## config.mk

```make
export PLATFORM = sky130hd
export DESIGN_NAME = serial_adder_ctrl
export DESIGN_NICKNAME = d
export VERILOG_FILES = /design/src/rtl/serial_adder_ctrl.sv
export SDC_FILE = /design/constraint.sdc
export NUM_CORES = 1
export LEC_CHECK = 0
export CORE_ASPECT_RATIO = 1.4
export CORE_MARGIN = 5
export CORE_UTILIZATION = 40
export CTS_CLUSTER_DIAMETER = 200
export CTS_CLUSTER_SIZE = 12
export DETAILED_ROUTE_END_ITERATION = 10
export PLACE_DENSITY = 0.65
export SETUP_SLACK_MARGIN = 0.15
export SLEW_MARGIN = 20
export SYNTH_ARGS = -nofsm -noshare
export SYNTH_HDL_FRONTEND = slang
export SYNTH_SLANG_ARGS = --single-unit
```

## constraint.sdc

```tcl
create_clock -name clk -period 1.17 [get_ports clk]
set_input_delay 0.234 -clock clk [delete_from_list [all_inputs] [get_ports clk]]
set_output_delay 0.234 -clock clk [all_outputs]
set_load 0.005 [all_outputs]
```

## src/rtl/serial_adder_ctrl.sv

```systemverilog
// Bit-serial WIDTH-bit adder: one full_adder cell, LSB first, one bit per clock.
// Sum, carry-out and signed overflow are reported with a one-cycle done pulse.

module full_adder (
  input  logic A,
  input  logic B,
  input  logic Cin,
  output logic S,
  output logic Cout
);
  assign S    = A ^ B ^ Cin;
  assign Cout = (A & B) | (Cin & (A ^ B));
endmodule

module serial_adder_ctrl #(
  parameter int WIDTH = 8
) (
  input  logic             clk,
  input  logic             rst,
  input  logic             start,
  input  logic [WIDTH-1:0] a,
  input  logic [WIDTH-1:0] b,
  input  logic             cin,
  output logic             busy,
  output logic             done,
  output logic [WIDTH-1:0] sum,
  output logic             cout,
  output logic             ovf
);
  localparam int CW = $clog2(WIDTH);
  localparam logic [CW-1:0] LAST = CW'(WIDTH - 1);

  typedef enum logic [1:0] {IDLE, ADD, DONE} state_t;

  state_t           state;
  logic [WIDTH-1:0] a_sh, b_sh;
  logic             carry;
  logic [CW-1:0]    cnt;
  logic             fa_s, fa_co;

  full_adder u_fa (
    .A    (a_sh[0]),
    .B    (b_sh[0]),
    .Cin  (carry),
    .S    (fa_s),
    .Cout (fa_co)
  );

  always_ff @(posedge clk) begin
    if (rst) begin
      state <= IDLE;
      a_sh  <= '0;
      b_sh  <= '0;
      carry <= 1'b0;
      cnt   <= '0;
      busy  <= 1'b0;
      done  <= 1'b0;
      sum   <= '0;
      cout  <= 1'b0;
      ovf   <= 1'b0;
    end else begin
      case (state)
        IDLE: begin
          if (start) begin
            a_sh  <= a;
            b_sh  <= b;
            carry <= cin;
            cnt   <= '0;
            sum   <= '0;
            cout  <= 1'b0;
            ovf   <= 1'b0;
            busy  <= 1'b1;
            state <= ADD;
          end
        end
        ADD: begin
          // sum fills from the top so bit 0 lands in place after WIDTH shifts
          sum   <= {fa_s, sum[WIDTH-1:1]};
          a_sh  <= a_sh >> 1;
          b_sh  <= b_sh >> 1;
          carry <= fa_co;
          cnt   <= cnt + CW'(1);
          if (cnt == LAST) begin
            cout  <= fa_co;
            ovf   <= carry ^ fa_co;
            busy  <= 1'b0;
            done  <= 1'b1;
            state <= DONE;
          end
        end
        DONE: begin
          done  <= 1'b0;
          state <= IDLE;
        end
        default: begin
          busy  <= 1'b0;
          done  <= 1'b0;
          state <= IDLE;
        end
      endcase
    end
  end
endmodule

```

==> impl_metrics.tcl, run 1 <==
set metrics [dict create \
    rows 26 \
    finalSetupViolCount 2 \
    first_global_vias 1540 \
    chipWidth_microns 61.8 \
    critical_path_required_ps 1390 \
    post_synth_instance_area_sq_um 1500 \
    design.final.nets 243 \
    globalRouteTotalUtil 0.187 \
    max_cap_violations 0 \
    finalPower_w 0.00270 \
    largest_net_degree_at_the_start_of_global_routing 19 \
    numCtsBuffers 5 \
    r2r_slack_ps -30 \
    worst_hold_path_type "register to register" \
    detailedPlace.worstSlack_ps -476 \
    top_cell_family_by_delay_on_the_critical_path "adder cells" \
    worst_clock_skew_ps 4.71 \
    maxSlewViolCount 0 \
    routed_wl_mm 4.34 \
    worstPathCellList "fa_2 > xor2_1 > nand4_1 > a21oi_2" \
    final_antenna_net_count 0 \
    setup.worst_path.class "register to register" \
    floorplan.initialDensity 0.412 \
    worstSkewPairLatency_ps 280 \
    run_status "complete, but fails checks" \
    path_clk_slew_ps 60 \
    mappedNetlistNets 184 \
    crit_path_start_kind "register" \
    ioPinCount 32 \
    total_leakage_power_nw 0.956 \
    clock_path_buffers 2 \
    first_pass_grt_wire_length_mm 6.99 \
    grt_setup_unrepaired "yes" \
    clock_tree_from_tritoncts "yes" \
    drt_first_iter_violations 39 \
    post-route-worst-setup-slack_ps -33.3 \
    min_period_over_period 1.03 \
    antenna_cells_inserted 0 \
    violations "negative setup slack" \
    r2r_cells 4 \
    critical-path-max-stage-delay_ps 410 \
    crit_arrival_ps 1420 \
    slowest_stage "sky130_fd_sc_hd__fa_2" \
    synthesis.yosys.warnings 0 \
    htree_num_levels 2 \
    place.detailed.hpwl_mm 2.68 \
    layout.cells.most_common_list "20 x sky130_fd_sc_hd__nor2_1, 20 x sky130_fd_sc_hd__buf_4, 18 x sky130_fd_sc_hd__clkdlybuf4s50_1" \
    maxClockFrequency_mhz 831 \
    route.detailed.drc 0 \
    area_of_the_die_sq_um 5090 \
    num_vias 1448 \
    yosysSeqAreaShare 0.454 \
    multiInputGateArea_sq_um 982 \
    fp.coreArea_sq_um 3640 \
    place.port_buffers 31 \
    area_growth_syn_to_layout_pct 63.0 \
    final_util 0.671 \
    globalRoute.totalOverflow 0 \
    final_hold_viol_count 0 \
    total_number_of_cells_along_the_worst_setup_path 4 \
    clockRootBuffer "sky130_fd_sc_hd__clkbuf_8" \
    ff_latch_area_sq_um 704 \
    worst_supply_voltage_drop_on_vdd_uv 1100 \
    cp-end-kind "register" \
    drive_gt1_frac 0.562 \
    gp_routability_congestion 0.752 \
    post_drt_wl_per_cell_microns 16.6 \
    dieHeight_microns 82.5 \
    post_cts_hold_buffer_count 0 \
    fin_tns_setup_ps -39.5 \
    regToRegStartpoint "carry$_SDFFE_PP0P_" \
    p_per_area_nw_per_um2 1100 \
    drt-pass1-iter-count 4 \
    crit-reg2reg-capture "ovf$_SDFFE_PP0P_" \
    post_drt_via_cell_ratio 5.55 \
    synth_async_sr_flop_share 0 \
    fillers 269 \
    cts_sinks 34 \
    setup.worst_path.end "ovf$_SDFFE_PP0P_" \
    crit_start "carry$_SDFFE_PP0P_" \
    number_of_enable_flip_flop_cells_after_synthesis 0 \
    worstPathBufferInverterCount 0 \
    syn_inst 161 \
    slew-limit-headroom 0.731 \
    avgSynthCellArea_sq_um 9.32 \
    post_synthesis_register_bit_count 34 \
    worstPathMaxFanout 3 \
    antenna_found_initial 0 \
    worst_pin_slew_ps 404 \
    netlist-cell-type-count 32 \
    synth_ff_type "sky130_fd_sc_hd__dfxtp_1" \
    clock_period_minus_worst_slack_ps 1200 \
]
==> power by group <==
group	switching (W)	internal [W]
registers	0.0000622	0.00122
logic	0.000251	0.000301
clock network	0.000403	0.000453
==> worst min-delay path by stage <==
stage / from / end / slack [ps] / cells past startpoint
floorplan: a[7] / a_sh[7]$_SDFFE_PP0P_ / 420 / 2
global placement: a_sh[7]$_SDFFE_PP0P_ / a_sh[7]$_SDFFE_PP0P_ / 470 / 2
detailed placement: a_sh[7]$_SDFFE_PP0P_ / a_sh[7]$_SDFFE_PP0P_ / 490 / 2
CTS: a_sh[3]$_SDFFE_PP0P_ / a_sh[3]$_SDFFE_PP0P_ / 480 / 2
global route: sum[5]$_SDFFE_PP0P_ / sum[4]$_SDFFE_PP0P_ / 540 / 2
finish: sum[0]$_SDFFE_PP0P_ / sum[0]$_SDFFE_PP0P_ / 510 / 2
==> metrics by stage <==
stage / area (sq um) / std cells / hold slack, ps
2_1_floorplan: 1580 / 161 / 418
3_3_place_gp: 2000 / 239 / 473
3_5_place_dp: 2000 / 239 / 486
4_1_cts: 2310 / 260 / 484
5_1_grt: 2440 / 261 / 540
6_report: 2440 / 261 / 514
==> cell usage after synthesis (all sizes together) (2+ instances only) <==
master	n	area (sq um)
ha	2	25.0
o2bb2ai	8	70.1
a211oi	15	163
a21oi	6	30.0
dfxtp	34	681
o21ai	3	15.0
nor2	34	128
nand2	3	11.3
clkbuf	3	11.3
nor2b	4	25.0
nand3	3	15.0
o22ai	8	50.1
buf	10	62.6
mux2i	2	20.0
a22oi	10	75.1
inv	4	15.0
==> cells by family (layout without fill, tap and decap cells) <==
| logic type | Yosys count | count (layout) | share of synthesized area |
|---|---|---|---|
| buffers and inverters | 17 | 75 | 0.0592 |
| xor gates and xnor gates | 1 | 1 | 0.00584 |
| AOI/OAI and AO/OA | 54 | 54 | 0.294 |
| and+or+nand+nor | 50 | 50 | 0.144 |
| muxes | 2 | 2 | 0.0133 |
| DFF | 34 | 34 | 0.454 |
| adders and majority gates | 3 | 3 | 0.0300 |
==> registers in the layout, summed over array words and instances, names as in the netlist <==
name / count
cout: 1
done: 1
ovf: 1
b_sh: 8
cnt: 3
busy: 1
sum: 8
state: 2
a_sh: 8
carry: 1
==> what timing repair did <==
| item | in CTS | in global routing |
|---|---|---|
| setup buffers | 15 | 0 |
| pin swaps | 18 | 3 |
| resized for setup | 96 | 23 |
| setup endpoints to repair | 45 | 35 |
| cloned | 0 | 1 |
==> area by class of cell <==
class	count	area share
inverters	4	0.00921
multi-input cells	110	0.402
flip-flops and latches	34	0.288
clock buffers	6	0.0338
repair buffers	65	0.246
well taps	42	0.0215
==> worst min-delay path, cell delays in order (launching register included) <==
cell and delay, ps:
sky130_fd_sc_hd__dfxtp_2 330, sky130_fd_sc_hd__a22oi_2 60, sky130_fd_sc_hd__nor2_1 80
==> metal layers <==
layer  GRT usage  share of wire  routed length, microns  up-vias
met5           0              0                       0        -
met4      0.0807          0.021                      93        0
met3      0.0560          0.048                     208        9
met2       0.324           0.53                    2300       36
met1       0.204           0.40                    1740      705
li1            -              -                       -      698
Power figures use the tool's default switching activity.
==> inputs of run 2 (changes only) <==
--- a/config.mk
+++ b/config.mk
@@ -5,13 +5,13 @@
 export SDC_FILE = /design/constraint.sdc
 export NUM_CORES = 1
 export LEC_CHECK = 0
-export CORE_ASPECT_RATIO = 1.4
+export CORE_ASPECT_RATIO = 0.75
 export CORE_MARGIN = 5
 export CORE_UTILIZATION = 40
 export CTS_CLUSTER_DIAMETER = 200
 export CTS_CLUSTER_SIZE = 12
 export DETAILED_ROUTE_END_ITERATION = 10
-export PLACE_DENSITY = 0.65
+export PLACE_DENSITY = 0.62
 export SETUP_SLACK_MARGIN = 0.15
 export SLEW_MARGIN = 20
 export SYNTH_ARGS = -nofsm -noshare
==> constraint.sdc (replaced) <==
create_clock -name clk -period 1.5 [get_ports clk]
set_input_delay 0.3 -clock clk [delete_from_list [all_inputs] [get_ports clk]]
set_output_delay 0.3 -clock clk [all_outputs]
set_load 0.005 [all_outputs]
==> run 2 against run 1 <==
Effect of this change:
- the run now ends clean
- flip-flop and latch count unchanged
- clock power fell by 4.2%
- die area is essentially flat
- sequential share of layout area up 4.8 points
- cell count down 3.4%
- routed wire length is 17% lower
- critical path depth unchanged
- maximum frequency shrank 2.8%
- register-to-register slack better by 290 ps
- worst setup slack improved by 290 ps
- global-route usage shrank 3.6 points
- critical endpoint unchanged
- largest power group unchanged
==> impl_metrics.tcl, run 2 (synthesized netlist as in run 1, its figures left out) <==
set metrics [dict create \
    run_status "finished, final reports clean" \
    cp-end-kind "register" \
    routed_wl_mm 3.60 \
    critical_path_required_ps 1720 \
    r2r_slack_ps 260 \
    crit_start "a_sh[0]$_SDFFE_PP0P_" \
    p_per_area_nw_per_um2 1030 \
    switching_power_w 0.000510 \
    antenna_found_initial 0 \
    worstSkewPairLatency_ps 290 \
    floorplan.initialDensity 0.412 \
    biggestRegsByFlops "a_sh (8), b_sh (8), sum (8)" \
    antenna_cells_inserted 0 \
    layout.cells.most_common_list "34 x sky130_fd_sc_hd__nor2_1, 28 x sky130_fd_sc_hd__dfxtp_1, 18 x sky130_fd_sc_hd__clkdlybuf4s50_1" \
    path_clk_slew_ps 70 \
    maxSlewViolCount 0 \
    gp_routability_congestion 0.790 \
    dieHeight_microns 63.0 \
    detailedPlace.worstSlack_ps -126 \
    grt_setup_unrepaired "no" \
    worst_pin_slew_ps 292 \
    clockRootBuffer "sky130_fd_sc_hd__clkbuf_8" \
    slew-limit-headroom 0.805 \
    first_global_vias 1258 \
    max_cap_violations 0 \
    total_leakage_power_nw 0.828 \
    min_period_over_period 0.826 \
    clock_period_minus_worst_slack_ps 1240 \
    worstPathMaxFanout 3 \
    numCtsBuffers 5 \
    worstHoldEndpoint "ovf$_SDFFE_PP0P_" \
    largest_net_degree_at_the_start_of_global_routing 20 \
    cts_sinks 34 \
    design.final.nets 222 \
    drt_first_iter_violations 74 \
    first_pass_grt_wire_length_mm 5.93 \
    drive_gt1_frac 0.215 \
    pwr-share-comb 0.145 \
    crit_arrival_ps 1460 \
    worst_supply_voltage_drop_on_vdd_uv 671 \
    ioPinCount 32 \
    area_growth_syn_to_layout_pct 36.4 \
    rows 19 \
    final_hold_viol_count 0 \
    num_vias 1323 \
    maxClockFrequency_mhz 808 \
    place.detailed.hpwl_mm 2.54 \
    power.sequential.fraction 0.467 \
    hp-start "ovf$_SDFFE_PP0P_" \
    final_common_cell "sky130_fd_sc_hd__nor2_1" \
    regToRegStartpoint "a_sh[0]$_SDFFE_PP0P_" \
    globalRoute.totalOverflow 0 \
    post_drt_via_cell_ratio 5.25 \
    crit_path_start_kind "register" \
    place.port_buffers 31 \
    fin_tns_setup_ps 0 \
    pwr-share-clk 0.388 \
    min_delay_path_depth 2 \
    worst_hold_path_type "register to register" \
    clock_path_buffers 2 \
    finalPower_w 0.00211 \
    finalHoldWorstSlack_ps 478 \
    route.detailed.drc 0 \
    area_of_the_die_sq_um 5090 \
    fp.coreArea_sq_um 3640 \
    htree_num_levels 2 \
    drt-pass1-iter-count 4 \
    finalSetupViolCount 0 \
    clock_tree_from_tritoncts "yes" \
    final_antenna_net_count 0 \
    cts_setup_buffers 0 \
    r2r_cells 4 \
    final_util 0.562 \
    post_drt_wl_per_cell_microns 14.3 \
    crit-reg2reg-capture "ovf$_SDFFE_PP0P_" \
    internal_power_w 0.00161 \
    worst_clock_skew_ps 4.02 \
    globalRouteTotalUtil 0.151 \
    post-route-worst-setup-slack_ps 262 \
    post_cts_hold_buffer_count 0 \
    fraction_of_power_spent_switching_nets 0.241 \
    chipWidth_microns 80.7 \
    setup.worst_path.class "register to register" \
]
run 2: repair_timing:
action / CTS / global route
pin swaps: 0 / 3
resized for setup: 17 / 4
endpoints found under the setup margin: 13 / 9
run 2: worst max path at each step:
| stage | slack (ps) | to | cells past startpoint |
|---|---|---|---|
| after floorplan | 270 | ovf$_SDFFE_PP0P_ | 4 |
| after global placement | -80 | a_sh[2]$_SDFFE_PP0P_ | 5 |
| after detailed placement | -130 | a_sh[5]$_SDFFE_PP0P_ | 5 |
| after CTS | 180 | a_sh[3]$_SDFFE_PP0P_ | 5 |
| after global routing | 180 | ovf$_SDFFE_PP0P_ | 4 |
| final | 260 | ovf$_SDFFE_PP0P_ | 4 |
run 2: cell type report:
| cell class | instances | area (sq um) |
|---|---|---|
| multi-input cells | 110 | 736 |
| inverters | 4 | 15.0 |
| flip-flops and latches | 34 | 688 |
| repair buffers | 44 | 433 |
| clock buffers | 5 | 68.8 |
| fillers | 348 | 1590 |
| clock inverters | 3 | 40.0 |
| well taps | 52 | 65.1 |
run 2: metrics by stage:
stage	instances	instance area, sq um
final	252	2050
after global routing	252	2050
after CTS	252	2040
after detailed placement	244	1940
after global placement	244	1940
after floorplan	161	1500
run 2: power by group through the flow:
stage               registers, W  logic, W  clock network, W
CTS                     0.000986  0.000309          0.000837
global placement         0.00100  0.000302                 0
detailed placement       0.00101  0.000310                 0
floorplan               0.000997  0.000185                 0
finish                  0.000987  0.000307          0.000821
global route            0.000993  0.000337          0.000882
run 2: worst max-delay path, stage by stage (launching register included):
cell and delay (ps):
sky130_fd_sc_hd__dfxtp_2 340, sky130_fd_sc_hd__fa_2 420, sky130_fd_sc_hd__xor2_1 180, sky130_fd_sc_hd__nand4_1 120, sky130_fd_sc_hd__a21oi_1 130
run 2: layer usage:
| layer | global-route usage | part of all wire | vias up |
|---|---|---|---|
| met4 | 0.0654 | 0.016 | 0 |
| li1 | - | - | 656 |
| met5 | 0 | 0 | - |
| met1 | 0.204 | 0.50 | 628 |
| met2 | 0.218 | 0.44 | 32 |
| met3 | 0.0476 | 0.043 | 7 |
